### src/rtl/tdm_slot_scheduler.sv
// TDM frame/slot sequencer: recovers frame position from f0/c4 in the clk50 domain and issues bit strobes,
// slot/bit indices, per-slot routing enables and a frame-count interrupt. TDM_FRAME_CHECK_EN adds frame_err.
module tdm_slot_scheduler #(
  parameter int unsigned SLOTS          = 48,
  parameter int unsigned BITS_PER_SLOT  = 8,
  parameter int unsigned C4_PER_BIT     = 2,
  parameter int unsigned FRAMES_PER_INT = 8
) (
  input  logic       clk50,
  input  logic       reset_n,
  input  logic       c4,
  input  logic       f0,
  input  logic       mask_we,
  input  logic [5:0] mask_addr,
  input  logic       mask_wdata,
  input  logic       int_ack,
  output logic       bit_strobe,
  output logic [5:0] slot_num,
  output logic [2:0] bit_num,
  output logic       slot_active,
  output logic       frame_start,
  output logic       locked,
`ifdef TDM_FRAME_CHECK_EN
  output logic       frame_err,
`endif
  output logic       cpu_int
);

  localparam int unsigned POS_W        = 10;
  localparam int unsigned POS_MAX      = SLOTS * BITS_PER_SLOT * C4_PER_BIT - 1;
  localparam int unsigned POS_PER_SLOT = C4_PER_BIT * BITS_PER_SLOT;

  typedef enum logic {HUNT = 1'b0, RUN = 1'b1} state_e;

  logic [2:0]       c4_sync_q;
  logic [1:0]       f0_sync_q;
  logic             c4_rise_q, f0_smp_q;
  logic             f0_prev_q, f0_prev_d;
  state_e           state_q, state_d;
  logic [POS_W-1:0] pos_q, pos_d, pos_inc;
  logic             strobe_q, strobe_d, fs_q, fs_d, act_q, act_d;
  logic             locked_q, locked_d, int_q, int_d;
  logic [5:0]       slot_q, slot_d;
  logic [2:0]       bit_q, bit_d;
  logic [SLOTS-1:0] mask_q, mask_d;
  logic [7:0]       cnt_q, cnt_d;
`ifdef TDM_FRAME_CHECK_EN
  logic             err_q, err_d;
  assign frame_err = err_q;
`endif

  assign pos_inc     = pos_q + POS_W'(1);
  assign bit_strobe  = strobe_q;
  assign slot_num    = slot_q;
  assign bit_num     = bit_q;
  assign slot_active = act_q;
  assign frame_start = fs_q;
  assign locked      = locked_q;
  assign cpu_int     = int_q;

  // Two-flop synchronisers; the registered rise pulse and its f0 sample stay aligned.
  always_ff @(posedge clk50 or negedge reset_n) begin
    if (!reset_n) begin
      c4_sync_q <= '0;
      f0_sync_q <= '1;
      c4_rise_q <= 1'b0;
      f0_smp_q  <= 1'b1;
    end else begin
      c4_sync_q <= {c4_sync_q[1:0], c4};
      f0_sync_q <= {f0_sync_q[0], f0};
      c4_rise_q <= c4_sync_q[1] & ~c4_sync_q[2];
      f0_smp_q  <= f0_sync_q[1];
    end
  end

  always_comb begin
    state_d   = state_q;
    pos_d     = pos_q;
    f0_prev_d = f0_prev_q;
    strobe_d  = 1'b0;
    fs_d      = 1'b0;
    slot_d    = slot_q;
    bit_d     = bit_q;
    act_d     = act_q;
    mask_d    = mask_q;
    cnt_d     = cnt_q;
    int_d     = int_q & ~int_ack;
`ifdef TDM_FRAME_CHECK_EN
    err_d     = err_q & ~int_ack;
`endif

    if (mask_we && (32'(mask_addr) < SLOTS)) mask_d[mask_addr] = mask_wdata;

    if (c4_rise_q) begin
      f0_prev_d = f0_smp_q;
      if (state_q == HUNT) begin
        pos_d = '0;
        if (!f0_smp_q) begin
          state_d = RUN;
          fs_d    = 1'b1;
        end
      end else if (!f0_smp_q) begin
        // Realign; a held-low f0 only produces the first frame_start.
`ifdef TDM_FRAME_CHECK_EN
        if ((32'(pos_q) != POS_MAX) && (pos_q != '0)) err_d = 1'b1;
`endif
        pos_d = '0;
        fs_d  = f0_prev_q;
      end else if (32'(pos_q) == POS_MAX) begin
        pos_d = '0;
`ifdef TDM_FRAME_CHECK_EN
        err_d   = 1'b1;
        state_d = HUNT;
`endif
      end else begin
        pos_d = pos_inc;
        if ((32'(pos_inc) % C4_PER_BIT) == (C4_PER_BIT - 1)) begin
          strobe_d = 1'b1;
          bit_d    = 3'((32'(pos_inc) / C4_PER_BIT) % BITS_PER_SLOT);
          slot_d   = 6'(32'(pos_inc) / POS_PER_SLOT);
          act_d    = mask_q[slot_d];
        end
      end
    end

    locked_d = (state_d == RUN);

    // Frame counter runs off the registered frame_start so cpu_int follows it by one cycle.
    if (fs_q) begin
      if ((32'(cnt_q) + 32'd1) == FRAMES_PER_INT) begin
        int_d = 1'b1;
        cnt_d = '0;
      end else begin
        cnt_d = cnt_q + 8'd1;
      end
    end
  end

  always_ff @(posedge clk50 or negedge reset_n) begin
    if (!reset_n) begin
      state_q   <= HUNT;
      pos_q     <= '0;
      f0_prev_q <= 1'b1;
      strobe_q  <= 1'b0;
      fs_q      <= 1'b0;
      slot_q    <= '0;
      bit_q     <= '0;
      act_q     <= 1'b1;
      mask_q    <= '1;
      cnt_q     <= '0;
      int_q     <= 1'b0;
      locked_q  <= 1'b0;
`ifdef TDM_FRAME_CHECK_EN
      err_q     <= 1'b0;
`endif
    end else begin
      state_q   <= state_d;
      pos_q     <= pos_d;
      f0_prev_q <= f0_prev_d;
      strobe_q  <= strobe_d;
      fs_q      <= fs_d;
      slot_q    <= slot_d;
      bit_q     <= bit_d;
      act_q     <= act_d;
      mask_q    <= mask_d;
      cnt_q     <= cnt_d;
      int_q     <= int_d;
      locked_q  <= locked_d;
`ifdef TDM_FRAME_CHECK_EN
      err_q     <= err_d;
`endif
    end
  end

endmodule

### config.mk
export PLATFORM = sky130hd
export DESIGN_NAME = tdm_slot_scheduler
export DESIGN_NICKNAME = d
export VERILOG_FILES = /design/src/rtl/tdm_slot_scheduler.sv
export SDC_FILE = /design/constraint.sdc
export NUM_CORES = 1
export LEC_CHECK = 0
export ABC_AREA = 1
export ABC_CLOCK_PERIOD_IN_PS = 1750
export CELL_PAD_IN_SITES_DETAIL_PLACEMENT = 0
export CELL_PAD_IN_SITES_GLOBAL_PLACEMENT = 1
export CORE_MARGIN = 10
export CORE_UTILIZATION = 41
export DETAILED_ROUTE_END_ITERATION = 6
export PLACE_DENSITY = 0.85
export SLEW_MARGIN = 20
export SYNTH_ARGS = -nofsm -noshare
export SYNTH_HDL_FRONTEND = slang
export SYNTH_SLANG_ARGS = --single-unit
### constraint.sdc
create_clock -name clk50 -period 1.75 [get_ports clk50]
set_clock_uncertainty 0.1 [all_clocks]
set_input_delay 0.35 -clock clk50 [delete_from_list [all_inputs] [get_ports clk50]]
set_output_delay 0.35 -clock clk50 [all_outputs]
set_load 0.02 [all_outputs]
Word-level counts from Yosys, hierarchy flattened --
Index checks and enable logic that the tools add are counted.
Storage, ports and cells: input bits 13, output and inout bits 14, register bits 88
Cells by class: bitwise operators 5, eq/ne operators 2, $add $sub $neg 3, mux-type cells 21, reductions and logical operators 3, order comparisons 4
Operators by type and width (number):
- $bwmux W48 | 1
- $mux W10 | 3
- $lt A6 B7 Y1 const B | 2
- $mux W1 | 14
- $add A10 B1 Y10 const B | 1
- $eq A10 B10 Y1 const B | 1
- $add A8 B1 Y9 const B | 1
- $eq A9 B4 Y1 const B | 1
- $add A8 B1 Y8 const B | 1
- $mux W8 | 1
- $bmux W1 S6 | 1
- $demux W1 S6 | 1
- $ge A6 B1 Y1 const B | 1
- $lt A6 B6 Y1 const B | 1
- $reduce_and A5 Y1 | 1
- $not A1 Y1 | 3
- $and A1 B1 Y1 | 2
- $logic_and A1 B1 Y1 | 2

Longest topological paths before layout --
Gate-level depths: netlist of the first run.
depth in word-level cells 6, depth in mapped cells 17

Worst setup path after synthesis of the first run --
No wires, ideal clock.
path kind register to register, start reg pos_q[0], end reg act_q (netlist: slot_active), period minus slack after synthesis 1787 ps, setup time 75 ps, setup slack -37 ps, path buffers 1, cell stages (with the launch flop) 15, data arrival time 1612 ps, path through dfrtp_1 ha_1 nand2_1 clkinv_2 nand2_2 buf_2 nand3b_1 nand2_1 nand2_1 nand3_1 nand3_1 nand3_1 nand3_1 nand2_1 nand2_1
Between the ends: word-level cells in the longest chain between the ends 3, elaborated cells on any way between the ends 6, those cells by class add/sub (1); eq/ne (1); mux (2); bitwise (1); reduce/logical (1)
Ends and longest elaborated chain:
- start, declared | line 40 | logic [POS_W-1:0] pos_q, pos_d, pos_inc;
- start signal, assigned | line 158 | pos_q <= pos_d;
- $add A10 B1 Y10 / $eq A10 B10 Y1 (equally long branches) | line 52, 109
- $bmux W1 S6 / $not A1 Y1 (equally long branches)
- $mux W1 (implied by the code) / $reduce_and A5 Y1 (equally long branches)
- end signal, assigned | line 164 | act_q <= act_d;
- end, declared | line 41 | logic strobe_q, strobe_d, fs_q, fs_d, act_q, act_d;
Several ways; a longest one is shown, not always the timed one. The select of a mux whose other input is x is not followed. A chain may end at the register's enable or synchronous reset.

Worst setup path after layout of the first run --
Ends and elaborated chain as after synthesis.

==> impl_metrics.json, run 1 <==
{
  "power_density_mw_per_mm2": 881.5,
  "r2r-end": "slot_active$_DFFE_PN1P_",
  "routedWlPerCell_microns": 14.62,
  "cts.reportedPaths.clkPinSlew_ns": 0.09,
  "grt_pass1_wl_microns": 18230,
  "async_flop_share_pct": 100.0,
  "endpoint": "slot_active$_DFFE_PN1P_",
  "status": "finished, violations left",
  "ant_nets": 0,
  "yosysSeqAreaShare_pct": 50.38,
  "cts_tree": "done",
  "insertedDiodeCount": 0,
  "netSwitchingPower_mw": 1.505,
  "antenna_found_initial": 0,
  "swShare_pct": 28.90,
  "dpl-instance-area_sq_mm": 0.005334,
  "grt_max_degree": 47,
  "num_io_pins": 27,
  "syn-mean-instance-area_sq_um": 9.024,
  "reg2regPathDepth": 15,
  "max_freq_mhz": 512.5,
  "yosys_most_used_dff": "dfstp_2",
  "dieArea_sq_mm": 0.01558,
  "startpoint": "pos_q[0]$_DFFE_PN0P_",
  "first_iter_violations": 225,
  "p_int_mw": 3.704,
  "grtUsageTotal_pct": 13.64,
  "dp_slack_ns": -0.2393,
  "clock-sinks": 88,
  "violations": "setup timing",
  "p_clk_share_pct": 29.1,
  "syn_area_sq_mm": 0.004503,
  "end_kind": "register",
  "routed_wl_microns": 10790,
  "power_frac_seq_pct": 51.6,
  "synthCells": 499,
  "hold_viol": 0,
  "die_y_microns": 124.8,
  "core_area_sq_mm": 0.01079,
  "min_period_over_period_pct": 111.5,
  "finalNetCount": 609,
  "min_period_ns": 1.951,
  "numPortBuffers": 26,
  "power_mw": 5.209,
  "synth_cell_types": 37,
  "initial_core_util_pct": 41.72,
  "drc_errors": 0,
  "cap_violations": 0,
  "layout_commonest_cell": "nand2_1",
  "synth-edff-count": 0,
  "final_cell_mix": "nand2_1 (102), buf_4 (63), dfstp_2 (53)",
  "vias": 3854,
  "clk_latency_ns": 0.37,
  "core.rowCount": 38,
  "area_growth_syn_to_layout_pct": 31.23,
  "final-setup-viol-count": 18,
  "globalRouteOverflowTotal": 0,
  "drv_slew": 0,
  "rr_startpoint": "pos_q[0]$_DFFE_PN0P_",
  "rsz0062_at_grt": "true",
  "worst_slew_pin_slew_ns": 0.7362,
  "h-tree-depth": 3,
  "fin_area_sq_mm": 0.005909,
  "critical_path_class": "register to register",
  "root_buffer": "clkbuf_8",
  "grt_pass1_vias": 3814,
  "max_slew_margin_pct": 50.85,
  "r2r_slack_ns": -0.20,
  "ys_seq_elements": 88,
  "place_hpwl_microns": 7537,
  "numCtsBuffers": 9,
  "critPathLaunchType": "register",
  "routed_via_density": 5.222,
  "hold_path.class": "register to register",
  "n_fill_cell": 988,
  "gp_congestion": 0.8040,
  "vdd_drop_max_mv": 0.4595,
  "ys_warn_count": 0,
  "fp.dieW_microns": 124.8,
  "arrival_ns": 2.16,
  "crit_fanout": 4,
  "cts_max_path_buffers": 2,
  "p_leak_nw": 2.592,
  "setup_slack_ns": -0.2011,
  "layout-drive-gt1-share_pct": 36.62,
  "critPathRequiredTime_ns": 1.96,
  "firstDrtPassIters": 7,
  "combPwrFrac_pct": 19.2,
  "syn_nets": 515
}
[registers in the layout, summed over array words and instances (netlist names)]
name / cells
c4_rise_q: 1
cnt_q: 8
f0_sync_q: 2
f0_smp_q: 1
c4_sync_q: 3
frame_start: 1
pos_q: 10
locked: 1
slot_active: 1
bit_strobe: 1
slot_num: 6
cpu_int: 1
bit_num: 3
mask_q: 48
f0_prev_q: 1
[through the flow]
stage / std cells / hold WS (ns) / utilization [%] / setup TNS [ns]
after floorplan: 499 / -0.04559 / - / 0
after global placement: 704 / 0.2190 / 49.42 / -6.908
after detailed placement: 704 / 0.2222 / 49.42 / -9.082
after CTS: 723 / 0.2569 / 51.90 / -0.7354
after global routing: 738 / 0.2595 / 54.75 / -3.623
final: 738 / 0.2539 / 54.75 / -0.9223
[cells in the mapped netlist, drive strengths merged (2+ instances only)]
library cell	n	area, sq um
a21oi	48	240.2
a31oi	46	287.8
buf	16	111.4
clkbuf	7	26.28
dfrtp	35	875.8
dfstp	53	1393
ha	3	37.54
inv	44	165.2
nand2	118	457.9
nand3	43	230.2
nand3b	3	22.52
nand4	3	25.02
nor2	16	65.06
nor3	13	110.1
nor4	8	170.2
o211ai	2	15.01
o21ai	19	95.09
o22ai	7	43.79
xnor2	2	17.52
xor2	7	68.82
[worst min path at each step]
| stage | startpoint | endpoint | depth (start not counted) |
|---|---|---|---|
| 6_report | c4_sync_q[0]$_DFF_PN0_ | c4_sync_q[1]$_DFF_PN0_ | 0 |
| 5_1_grt | f0_sync_q[0]$_DFF_PN1_ | f0_sync_q[1]$_DFF_PN1_ | 0 |
| 4_1_cts | c4_sync_q[0]$_DFF_PN0_ | c4_sync_q[1]$_DFF_PN0_ | 0 |
| 3_5_place_dp | reset_n | c4_sync_q[0]$_DFF_PN0_ | 1 |
| 3_3_place_gp | reset_n | cnt_q[4]$_DFFE_PN0P_ | 1 |
| 2_1_floorplan | reset_n | bit_num[0]$_DFFE_PN0P_ | 0 |
[cells by family (layout without fill, tap and decap cells)]
| kind of cell | count (synthesis) | after routing | synth area share [%] |
|---|---|---|---|
| AO/OA/AOI/OAI | 125 | 125 | 15.67 |
| XOR/XNOR | 9 | 9 | 1.917 |
| AND/OR/NAND/NOR | 205 | 206 | 24.15 |
| multiplexers | 1 | 1 | 0.2223 |
| adder cells (fa/ha/maj) | 3 | 3 | 0.8337 |
| flip-flops | 88 | 88 | 50.38 |
| buffers and inverters | 68 | 166 | 6.835 |
[cell type report]
| class | count | area [sq um] | area share (%) |
|---|---|---|---|
| Clock buffer | 11 | 152.6 | 2.583 |
| Clock inverter | 5 | 61.31 | 1.037 |
| Inverter | 45 | 176.4 | 2.985 |
| Multi-Input combinational cell | 344 | 2111 | 35.72 |
| Sequential cell | 88 | 2272 | 38.45 |
| Tap cell | 140 | 175.2 | 2.964 |
| Timing Repair Buffer | 105 | 960.9 | 16.26 |
[metal layers]
metal  vias up  wire length, microns  track usage [%]
li1       1914                     -                -
met1      1858                  4875            17.34
met2        70                  5366            22.27
met3        12                   373            2.638
met4         0                   172            5.278
met5         -                     0                0
[what timing repair did]
| action | in CTS | in global routing |
|---|---|---|
| gates resized for setup | 24 | 51 |
| endpoints found under the setup margin | 33 | 26 |
| cloned | 0 | 1 |
| hold endpoints to repair | 13 | 0 |
| pin swaps | 2 | 26 |
| hold buffers | 1 | 0 |
| setup buffers | 2 | 14 |
[worst max-delay path: stages, from the launching register on]
cell     delay, ns
dfrtp_1       0.38
ha_2          0.22
nand2_2       0.07
inv_4         0.08
nand2_8       0.08
buf_6         0.13
o21ai_2       0.13
nand2_2       0.12
buf_6         0.15
nand2_1       0.07
nand2_2       0.06
nand2_2       0.05
nand3_1       0.08
nand2_1       0.07
nand2_1       0.05
nand2_1       0.06
[power groups by stage]
stage	clock [mW]	sequential, mW	combinational, mW
3_3_place_gp	0	2.69	0.897
4_1_cts	1.55	2.67	0.927
6_report	1.52	2.69	1.00
3_5_place_dp	0	2.70	0.933
2_1_floorplan	0	2.68	0.566
5_1_grt	1.63	2.73	1.15
(Power assumes the default switching activity.)
==> inputs of run 2 (changes only) <==
- ABC_CLOCK_PERIOD_IN_PS: 1750 -> 2400
- CORE_UTILIZATION: 41 -> 49
- PLACE_DENSITY: 0.85 -> 0.94
- clock period: 1.75 -> 2.4 ns (I/O delays scaled with it)
==> run 2 against run 1 <==
Effect of this change:
- the run now ends clean
- largest cell class unchanged
- core utilization up 3.7 points
- combinational power is 37% lower
- wire length shrank 5.9%
- sequential cell count stayed put
- sequential power down 28%
- largest power group unchanged
==> impl_metrics.json, run 2 (synthesis results as in run 1) <==
{
  "rsz0062_at_grt": "false",
  "vias": 3647,
  "path_common_cell": "nand2_1",
  "routedWlPerCell_microns": 15.71,
  "final-setup-viol-count": 0,
  "numCtsBuffers": 9,
  "num_io_pins": 27,
  "reg2regPathDepth": 15,
  "cts_setup_buffers": 0,
  "cts_tree": "done",
  "fp.dieW_microns": 115.9,
  "root_buffer": "clkbuf_8",
  "firstDrtPassIters": 6,
  "min_period_over_period_pct": 88.15,
  "hp-start": "c4_sync_q[0]$_DFF_PN0_",
  "r2r_slack_ns": 0.28,
  "drc_errors": 0,
  "finalNetCount": 549,
  "cp_cell_sequence": "ha_1, nand3_1, nand2_1, nand2_8, nand2_1, o21ai_1, nand2_1, nand2_1, nand2_1, nand2_1, nand2_1, nand3_1, nand2_1, nand2_1, nand2_1",
  "worst_slew_pin_slew_ns": 0.7352,
  "clk_latency_ns": 0.36,
  "largest_reg_flops": 48,
  "arrival_ns": 2.31,
  "final_cell_mix": "nand2_1 (114), dfstp_2 (53), a21oi_1 (48)",
  "cts.reportedPaths.clkPinSlew_ns": 0.09,
  "numPortBuffers": 26,
  "critPathMaxStageDelay_ns": 0.44,
  "core_area_sq_mm": 0.008848,
  "cap_violations": 0,
  "r2r-end": "slot_active$_DFFE_PN1P_",
  "place_hpwl_microns": 6830,
  "die_y_microns": 115.9,
  "grt_pass1_vias": 3464,
  "core.rowCount": 34,
  "regMostFlops": "mask_q",
  "grt_pass1_wl_microns": 16720,
  "p_leak_nw": 2.181,
  "max_slew_margin_pct": 50.93,
  "drv_slew": 0,
  "crit_family": "simple AND/OR/NAND/NOR gates",
  "end_kind": "register",
  "layout-drive-gt1-share_pct": 23.42,
  "ant_nets": 0,
  "worstHoldPathCells": 0,
  "cp_num_buf_inv": 0,
  "crit_path_top_delay_cell": "dfrtp_1",
  "hold_end": "c4_sync_q[1]$_DFF_PN0_",
  "n_fill_cell": 778,
  "power_mw": 3.659,
  "h-tree-depth": 3,
  "gp_congestion": 0.8173,
  "insertedDiodeCount": 0,
  "initial_core_util_pct": 50.89,
  "clock-sinks": 88,
  "rr_startpoint": "pos_q[0]$_DFFE_PN0P_",
  "layout_commonest_cell": "nand2_1",
  "critical_path_class": "register to register",
  "area_growth_syn_to_layout_pct": 14.84,
  "vdd_drop_max_mv": 0.2881,
  "tns_ns": 0,
  "hold_path.class": "register to register",
  "antenna_found_initial": 0,
  "min_period_ns": 2.116,
  "grt_max_degree": 55,
  "dieArea_sq_mm": 0.01342,
  "max_freq_mhz": 472.7,
  "first_iter_violations": 277,
  "globalRouteOverflowTotal": 0,
  "hold_viol": 0,
  "routed_wl_microns": 10150,
  "critPathRequiredTime_ns": 2.59,
  "power_density_mw_per_mm2": 707.5,
  "routed_via_density": 5.646,
  "grtUsageTotal_pct": 15.37,
  "critPathLaunchType": "register",
  "top_regs": "mask_q: 48 flops, pos_q: 10 flops, cnt_q: 8 flops",
  "crit_fanout": 16,
  "status": "completed",
  "cts_max_path_buffers": 2
}
## run 2: cell count changes in the layout (fill, tap and decap cells not counted), moves of 6 or more
cell / change
buf_12: -6
buf_4: -45
buf_6: -8
clkdlybuf4s50_1: +14
dlygate4sd2_1: -14
nand2_1: +12
nand2_2: -10
nand3_1: +8
nand3_2: -6
o21ai_0: +6
## run 2: metal layers
layer	wire (microns)	part of all wire [%]	vias up	GRT usage, %
li1	-	-	1794	-
met1	4824	48	1741	20.48
met2	4670	46	99	24.50
met3	515	5.1	13	3.152
met4	140	1.4	0	5.088
met5	0	0	-	0
## run 2: layout make-up
class / instances / area [sq um] / area share, %
flip-flops and latches: 88 / 2268 / 43.87
multi-input cells: 344 / 1961 / 37.91
repair buffers: 45 / 415.4 / 8.033
clock buffers: 12 / 187.7 / 3.629
inverters: 45 / 175.2 / 3.387
well taps: 108 / 135.1 / 2.613
clock inverters: 4 / 28.78 / 0.5565
## run 2: power by group
part | internal, mW | switching [mW]
registers | 1.81 | 0.140
logic | 0.266 | 0.370
clock network | 0.536 | 0.540
total | 2.61 | 1.05
## run 2: worst max-delay path by stage
stage                                    start                       to  cells after the start
after global placement    pos_q[0]$_DFFE_PN0P_  slot_active$_DFFE_PN1P_                     16
after detailed placement  pos_q[0]$_DFFE_PN0P_  slot_active$_DFFE_PN1P_                     16
final                     pos_q[0]$_DFFE_PN0P_  slot_active$_DFFE_PN1P_                     15
after global routing      pos_q[0]$_DFFE_PN0P_  slot_active$_DFFE_PN1P_                     16
after floorplan           pos_q[0]$_DFFE_PN0P_  slot_active$_DFFE_PN1P_                     14
after CTS                 pos_q[0]$_DFFE_PN0P_  slot_active$_DFFE_PN1P_                     16
## run 2: worst register-to-register path, stage by stage, from the launching register on
cell and delay (ns):
dfrtp_1 0.44, ha_1 0.25, nand3_1 0.10, nand2_1 0.20, nand2_8 0.22, nand2_1 0.08, o21ai_1 0.10, nand2_1 0.07
nand2_1 0.09, nand2_1 0.06, nand2_1 0.06, nand2_1 0.06, nand3_1 0.08, nand2_1 0.05, nand2_1 0.06, nand2_1 0.04
## run 2: through the flow
step	std cells	utilization, %	setup WS, ns	hold WS, ns	instance area [sq um]
floorplan	499	-	0.6127	0.08441	4503
global placement	628	55.44	0.03269	0.2364	4906
detailed placement	628	55.44	0.002652	0.2475	4906
CTS	645	58.10	0.04876	0.2636	5141
global route	646	58.44	0.02048	0.2715	5171
finish	646	58.44	0.2843	0.2599	5171
## run 2: timing repair
action	CTS	global route
endpoints found under the hold margin	8	0
hold buffers	1	0
setup endpoints to repair	1	1
pin swaps	0	1
gates resized for setup	1	4
gates cloned	0	1
